<file path="src/rtl/adc_range_sequencer.sv">
// adc_range_sequencer
// Drives an external range checker through a fixed scan of WORD_COUNT words.
// For each word it issues one command strobe (latch for word 0, shift for the
// rest), waits SETTLE_CYCLES, then captures the 16-bit signed readout into the
// back half of a ping-pong buffer. At the end of a scan the halves swap, so the
// read port always shows a complete, coherent scan. Captures are also tested
// against a magnitude threshold to raise sticky per-sample alarms: word 2k is
// the min of sample k, word 2k+1 the max.
//
// Ports
//   sysClk, sysReset  : clock, synchronous active-high reset
//   sysCsrStrobe      : control write strobe, data on GPIO_OUT
//   GPIO_OUT          : [0] start, [1] periodic enable, [2] clear alarms,
//                       [31:8] holdoff period in cycles
//   sysStatus         : [31:16] scan count, [2] front bank, [1] periodic, [0] busy
//   rangeCsrStrobe    : one-cycle command strobe to the range checker
//   rangeGpioOut      : checker command, [0] latch, [1] shift
//   rangeReadout      : checker readout, signed value in [15:0]
//   sysReadAddress    : front-bank word select
//   sysReadData       : front-bank word, registered (1-cycle latency)
//   alarmThreshold    : unsigned magnitude threshold
//   sysAlarms         : sticky over-range flags, one per sample
module adc_range_sequencer #(
   parameter  int WORD_COUNT    = 8,
   parameter  int SETTLE_CYCLES = 8,
   localparam int AW            = $clog2(WORD_COUNT),
   localparam int NS            = WORD_COUNT / 2
) (
   input  logic          sysClk,
   input  logic          sysReset,
   input  logic          sysCsrStrobe,
   input  logic [31:0]   GPIO_OUT,
   output logic [31:0]   sysStatus,
   output logic          rangeCsrStrobe,
   output logic [31:0]   rangeGpioOut,
   input  logic [31:0]   rangeReadout,
   input  logic [AW-1:0] sysReadAddress,
   output logic [15:0]   sysReadData,
   input  logic [15:0]   alarmThreshold,
   output logic [NS-1:0] sysAlarms
);

   typedef enum logic [2:0] {
      IDLE,
      REQ,
      SETTLE,
      CAPTURE,
      DONE,
      HOLDOFF
   } state_t;

   state_t state, state_nx;

   logic [AW-1:0]    idx;
   logic [7:0]       settle_cnt;
   logic [23:0]      hold_cnt;
   logic [23:0]      period;
   logic             periodic;
   logic             front;
   logic [15:0]      scan_count;
   logic [NS-1:0]    alarms;
   logic [15:0]      bank [2][WORD_COUNT];

   logic             ctrl_start;
   logic             ctrl_clear;
   logic             last_word;
   logic             settle_done;
   logic             hold_done;

   logic [15:0]      sample;
   logic signed [16:0] sample_s;
   logic signed [16:0] thr_s;
   logic             alarm_hit;
   logic [AW-1:0]    slot;
   logic [NS-1:0]    alarm_set;

   logic             unused_bits;

   assign unused_bits = ^{GPIO_OUT[7:3], rangeReadout[31:16]};

   assign ctrl_start  = sysCsrStrobe & GPIO_OUT[0];
   assign ctrl_clear  = sysCsrStrobe & GPIO_OUT[2];
   assign last_word   = (idx == AW'(WORD_COUNT - 1));
   assign settle_done = (settle_cnt == 8'(SETTLE_CYCLES - 1));
   // ">=" rather than "==" so a period rewritten below the running count
   // releases the holdoff instead of waiting for the counter to wrap.
   assign hold_done   = (({1'b0, hold_cnt} + 25'd1) >= {1'b0, period});

   // ---------------------------------------------------------------------
   // Next-state logic
   // ---------------------------------------------------------------------
   always_comb begin
      state_nx = state;
      case (state)
         IDLE:    if (ctrl_start) state_nx = REQ;
         REQ:     state_nx = SETTLE;
         SETTLE:  if (settle_done) state_nx = CAPTURE;
         CAPTURE: state_nx = last_word ? DONE : REQ;
         DONE: begin
            if (!periodic)
               state_nx = IDLE;
            else if (period == 24'd0)
               state_nx = REQ;         // zero holdoff: next scan starts at once
            else
               state_nx = HOLDOFF;
         end
         HOLDOFF: begin
            if (!periodic)
               state_nx = IDLE;
            else if (hold_done)
               state_nx = REQ;
         end
         default: state_nx = IDLE;
      endcase
   end

   // Checker command is decoded straight from the state register, so it is
   // glitch-free and drops to zero on the edge after reset.
   always_comb begin
      rangeCsrStrobe = 1'b0;
      rangeGpioOut   = '0;
      if (state == REQ) begin
         rangeCsrStrobe  = 1'b1;
         rangeGpioOut[0] = (idx == '0);
         rangeGpioOut[1] = (idx != '0);
      end
   end

   // ---------------------------------------------------------------------
   // Alarm compare: 17-bit signed so that threshold 0xFFFF negates cleanly
   // ---------------------------------------------------------------------
   always_comb begin
      sample    = rangeReadout[15:0];
      sample_s  = {sample[15], sample};
      thr_s     = {1'b0, alarmThreshold};
      alarm_hit = idx[0] ? (sample_s > thr_s) : (sample_s < -thr_s);
      slot      = idx >> 1;
      alarm_set = '0;
      for (int s = 0; s < NS; s++) begin
         if ((state == CAPTURE) && alarm_hit && (slot == AW'(s)))
            alarm_set[s] = 1'b1;
      end
   end

   // ---------------------------------------------------------------------
   // Control and sequencing registers
   // ---------------------------------------------------------------------
   always_ff @(posedge sysClk) begin
      if (sysReset) begin
         state       <= IDLE;
         idx         <= '0;
         settle_cnt  <= '0;
         hold_cnt    <= '0;
         periodic    <= 1'b0;
         period      <= '0;
         front       <= 1'b0;
         scan_count  <= '0;
         alarms      <= '0;
         sysReadData <= '0;
      end else begin
         state <= state_nx;

         if (sysCsrStrobe) begin
            periodic <= GPIO_OUT[1];
            period   <= GPIO_OUT[31:8];
         end

         // A capture that trips in the same cycle as a clear still sticks.
         alarms <= (ctrl_clear ? '0 : alarms) | alarm_set;

         settle_cnt <= (state == SETTLE)  ? settle_cnt + 8'd1 : 8'd0;
         hold_cnt   <= (state == HOLDOFF) ? hold_cnt + 24'd1  : 24'd0;

         if (state == CAPTURE)
            idx <= last_word ? '0 : idx + AW'(1);

         if (state == DONE) begin
            front      <= ~front;
            scan_count <= scan_count + 16'd1;
         end

         sysReadData <= bank[front][sysReadAddress];
      end
   end

   // Ping-pong storage. Only the back half is ever written, so the read
   // port never sees a partially captured scan. No reset on the array.
   always_ff @(posedge sysClk) begin
      if (!sysReset && (state == CAPTURE))
         bank[~front][idx] <= sample;
   end

   assign sysStatus = {scan_count, 13'd0, front, periodic, (state != IDLE)};
   assign sysAlarms = alarms;

endmodule

</file>
<file path="config.mk">
export PLATFORM = sky130hd
export DESIGN_NAME = adc_range_sequencer
export DESIGN_NICKNAME = d
export VERILOG_FILES = /design/src/rtl/adc_range_sequencer.sv
export SDC_FILE = /design/constraint.sdc
export NUM_CORES = 1
export LEC_CHECK = 0
export BUFFER_PORTS_ARGS = -buffer_cell sky130_fd_sc_hd__clkbuf_2
export CORE_ASPECT_RATIO = 0.8
export CORE_MARGIN = 8
export CORE_UTILIZATION = 50
export DETAILED_ROUTE_END_ITERATION = 16
export PLACE_DENSITY = 0.69
export SETUP_SLACK_MARGIN = 0.15
export SYNTH_ARGS = -nofsm -noshare
export SYNTH_HDL_FRONTEND = slang
export SYNTH_SLANG_ARGS = --single-unit
</file>
<file path="constraint.sdc">
create_clock -name sysClk -period 4.55 [get_ports sysClk]
set_input_delay 0.91 -clock sysClk [delete_from_list [all_inputs] [get_ports sysClk]]
set_output_delay 0.91 -clock sysClk [all_outputs]
set_load 0.01 [all_outputs]
</file>
==> load_flow_metrics.sql <==
INSERT INTO impl_metrics (metric_group, metric, value, unit) VALUES
('route', 'detailroute.via_count', '8902', ''),
('clocking', 'insertion_delay', '520', 'ps'),
('critical_path', 'criticalPathCategory', 'input port to register', ''),
('global_route', 'initial_antenna_violation_count', '0', ''),
('synthesis', 'synth_simple_gate_area_share', '9.50', '%'),
('cells_and_area', 'num-nets-final', '1338', ''),
('timing', 'whs', '447', 'ps'),
('place', 'placement.cell_area', '16600', 'µm²'),
('critical_path', 'critical_path_arrival', '3910', 'ps'),
('synthesis', 'synth_edf_count', '256', ''),
('route', 'wl_per_cell', '20.2', 'µm'),
('timing', 'max_freq', '282', 'MHz'),
('cells_and_area', 'utilization', '56.8', '%'),
('cells_and_area', 'regArea', '9710', 'µm²'),
('route', 'drt_pass1_iterations', '4', ''),
('hold_path', 'hold_class', 'register to register', ''),
('clocking', 'post_cts.resized_instances', '0', ''),
('synthesis', 'most_instantiated_cells_after_synthesis', 'edfxtp_1, dfxtp_1, nor2_1', ''),
('synthesis', 'synth-compound-area-share', '2.37', '%'),
('outcome', 'run_status', 'complete, no violations', ''),
('floorplanning', 'design.portCount', '171', ''),
('timing', 'rsz0062_at_grt', 'false', ''),
('synthesis', 'synth_area', '15700', 'µm²'),
('power_and_ir_drop', 'share_comb_of_total_power', '5.3', '%'),
('synthesis', 'main_combinational_cell_family_by_area_after_synthesis', 'multiplexers', ''),
('timing', 'timing.clock.skew', '22.1', 'ps'),
('power_and_ir_drop', 'swShare', '21.1', '%'),
('route', 'route.final.wire_length', '32900', 'µm'),
('clocking', 'cts_buffer_count', '36', ''),
('critical_path', 'start_kind', 'input port', ''),
('critical_path', 'highest_net_fanout_along_the_worst_path', '4', ''),
('flow_run', 'timing.max_cap.violations', '0', ''),
('route', 'final_antenna_net_count', '0', ''),
('place', 'place.gp.congestion', '0.813', ''),
('route', 'viasPerCell', '5.45', ''),
('power_and_ir_drop', 'power.share.clock', '41.5', '%'),
('power_and_ir_drop', 'total_internal_power', '0.00523', 'W'),
('synthesis', 'yosys.area.top_type', 'edfxtp_1', ''),
('floorplanning', 'die_width', '214', 'µm'),
('power_and_ir_drop', 'p_leak', '6.41', 'nW'),
('synthesis', 'ys_top_cells_by_area', 'edfxtp_1, dfxtp_1, mux4_2', ''),
('synthesis', 'yosys_most_used_dff', 'edfxtp_1', ''),
('cells_and_area', 'fillerInstances', '2443', ''),
('place', 'numPortBuffers', '106', ''),
('cells_and_area', 'n_antenna_cell', '0', ''),
('synthesis', 'synth_fa_ha_area_share', '5.12', '%'),
('route', 'drt_drc_violations_left', '0', ''),
('global_route', 'global_route_wire_length_before_repair', '51300', 'µm'),
('global_route', 'grt_overflow_total', '0', ''),
('clocking', 'cts.hold.buffers_added', '0', ''),
('clocking', 'clock_tree.htree_level_count', '2', ''),
('clocking', 'cts_post_setup_buffers_inserted', '0', ''),
('global_route', 'track_usage', '17.8', '%'),
('clocking', 'cts_buffer_depth', '3', ''),
('floorplanning', 'die_height', '174', 'µm'),
('synthesis', 'post_synth.cell_area_avg', '14.7', 'µm²'),
('synthesis', 'synth.yosys.warnings', '0', ''),
('synthesis', 'synth.ff_latch_count', '357', ''),
('floorplanning', 'coreArea', '31100', 'µm²'),
('place', 'hpwl', '20900', 'µm'),
('cells_and_area', 'multiInputGateArea', '5450', 'µm²'),
('timing', 'setup-violations-final', '0', ''),
('critical_path', 'endpoint_kind', 'register', ''),
('global_route', 'globalRoute.busiestLayer', 'met2', ''),
('global_route', 'met1_track_demand_over_resource', '26.0', '%'),
('timing', 'hold_viol', '0', ''),
('power_and_ir_drop', 'power.ir.vdd_worst', '262', 'µV'),
('global_route', 'pin_count_of_the_biggest_net_entering_global_routing', '65', ''),
('synthesis', 'synthXorXnorAreaFrac', '3.28', '%'),
('synthesis', 'yosysTopAreaCellShare', '49.1', '%'),
('synthesis', 'postSynth.asyncResetShare', '0', '%');
## kinds of logic (layout without fill, tap and decap cells)
| kind of cell | Yosys count | after routing |
|---|---|---|
| DFF | 357 | 357 |
| and+or+nand+nor | 286 | 286 |
| buffers and inverters | 133 | 241 |
| muxes | 108 | 108 |
| adders and majority gates | 64 | 64 |
| AOI/OAI and AO/OA | 59 | 59 |
| xor gates and xnor gates | 56 | 56 |
| other | 1 | 43 |
## stage by stage
step | setup WS [ps] | cells | power [W]
2_1_floorplan | 1060 | 1106 | 0.00383
3_3_place_gp | 493 | 1570 | 0.00394
3_5_place_dp | 465 | 1570 | 0.00394
4_1_cts | 990 | 1634 | 0.00668
5_1_grt | 694 | 1634 | 0.00684
6_report | 1010 | 1634 | 0.00663
## metal layers
metal | share of wire (%) | vias up | routed length, µm
met5 | 0 | - | 0
met4 | 1.2 | 0 | 385
met3 | 7.6 | 36 | 2510
met2 | 45 | 273 | 14700
met1 | 47 | 4441 | 15300
li1 | - | 4152 | -
## final timing paths
| path | from | end | slack (ps) | depth (start not counted) |
|---|---|---|---|---|
| setup / recovery | alarmThreshold[5] | sysAlarms[2] | 1010 | 13 |
| hold / removal | settle_cnt[0] | settle_cnt[0] | 450 | 1 |
| setup reg to reg | hold_cnt[0] | state[2] | 1050 | 13 |
| hold reg to reg | settle_cnt[0] | settle_cnt[0] | 450 | 1 |
## placed cells by master, fill, tap and decap left out, drive strengths merged, types with 4 or more instances in the layout
cell / count
nor2b: 42
and3: 11
nand3: 19
nor4: 14
nor3: 20
nand4: 20
nor2: 88
xnor2: 33
or3: 9
clkbuf: 161
a211oi: 6
nand2b: 5
o21ai: 16
a21oi: 17
edfxtp: 256
dfxtp: 101
ha: 64
conb: 43
and4: 4
inv: 52
mux2i: 28
buf: 19
mux4: 80
nand2: 39
xor2: 23
clkinv: 9
## registers in the layout (all words and copies together) (netlist names), named ones only
name         flops
settle_cnt       8
periodic         1
sysAlarms        4
front            1
period          24
sysReadData     16
bank           256
scan_count      16
idx              3
state            3
hold_cnt        24
## worst max-delay path, stage by stage
cell and delay (ps):
clkbuf_2 100, nor4_1 460, nand2_1 200, or3_1 420, nor3_1 200, xnor2_1 150
ha_1 260, nand4_1 140, nor3_1 70, a221oi_1 350, nor3_1 80, nor3_1 420
o21ai_0 150
## power groups by stage
stage                     combinational, W  sequential, W  clock [W]
final                             0.000348        0.00353    0.00275
after global routing              0.000389        0.00353    0.00293
after CTS                         0.000350        0.00353    0.00280
after detailed placement          0.000349        0.00360          0
after global placement            0.000342        0.00359          0
after floorplan                   0.000237        0.00359          0
## area by class of cell
cell class                 count  area share [%]
multi-input combinational    616            30.8
timing repair buffer         125            3.95
inverter                      52            1.10
tap                          420            2.97
sequential                   357            54.9
clock inverter                 9           0.311
clock buffer                  55            5.91
Power figures use the tool's default switching activity.
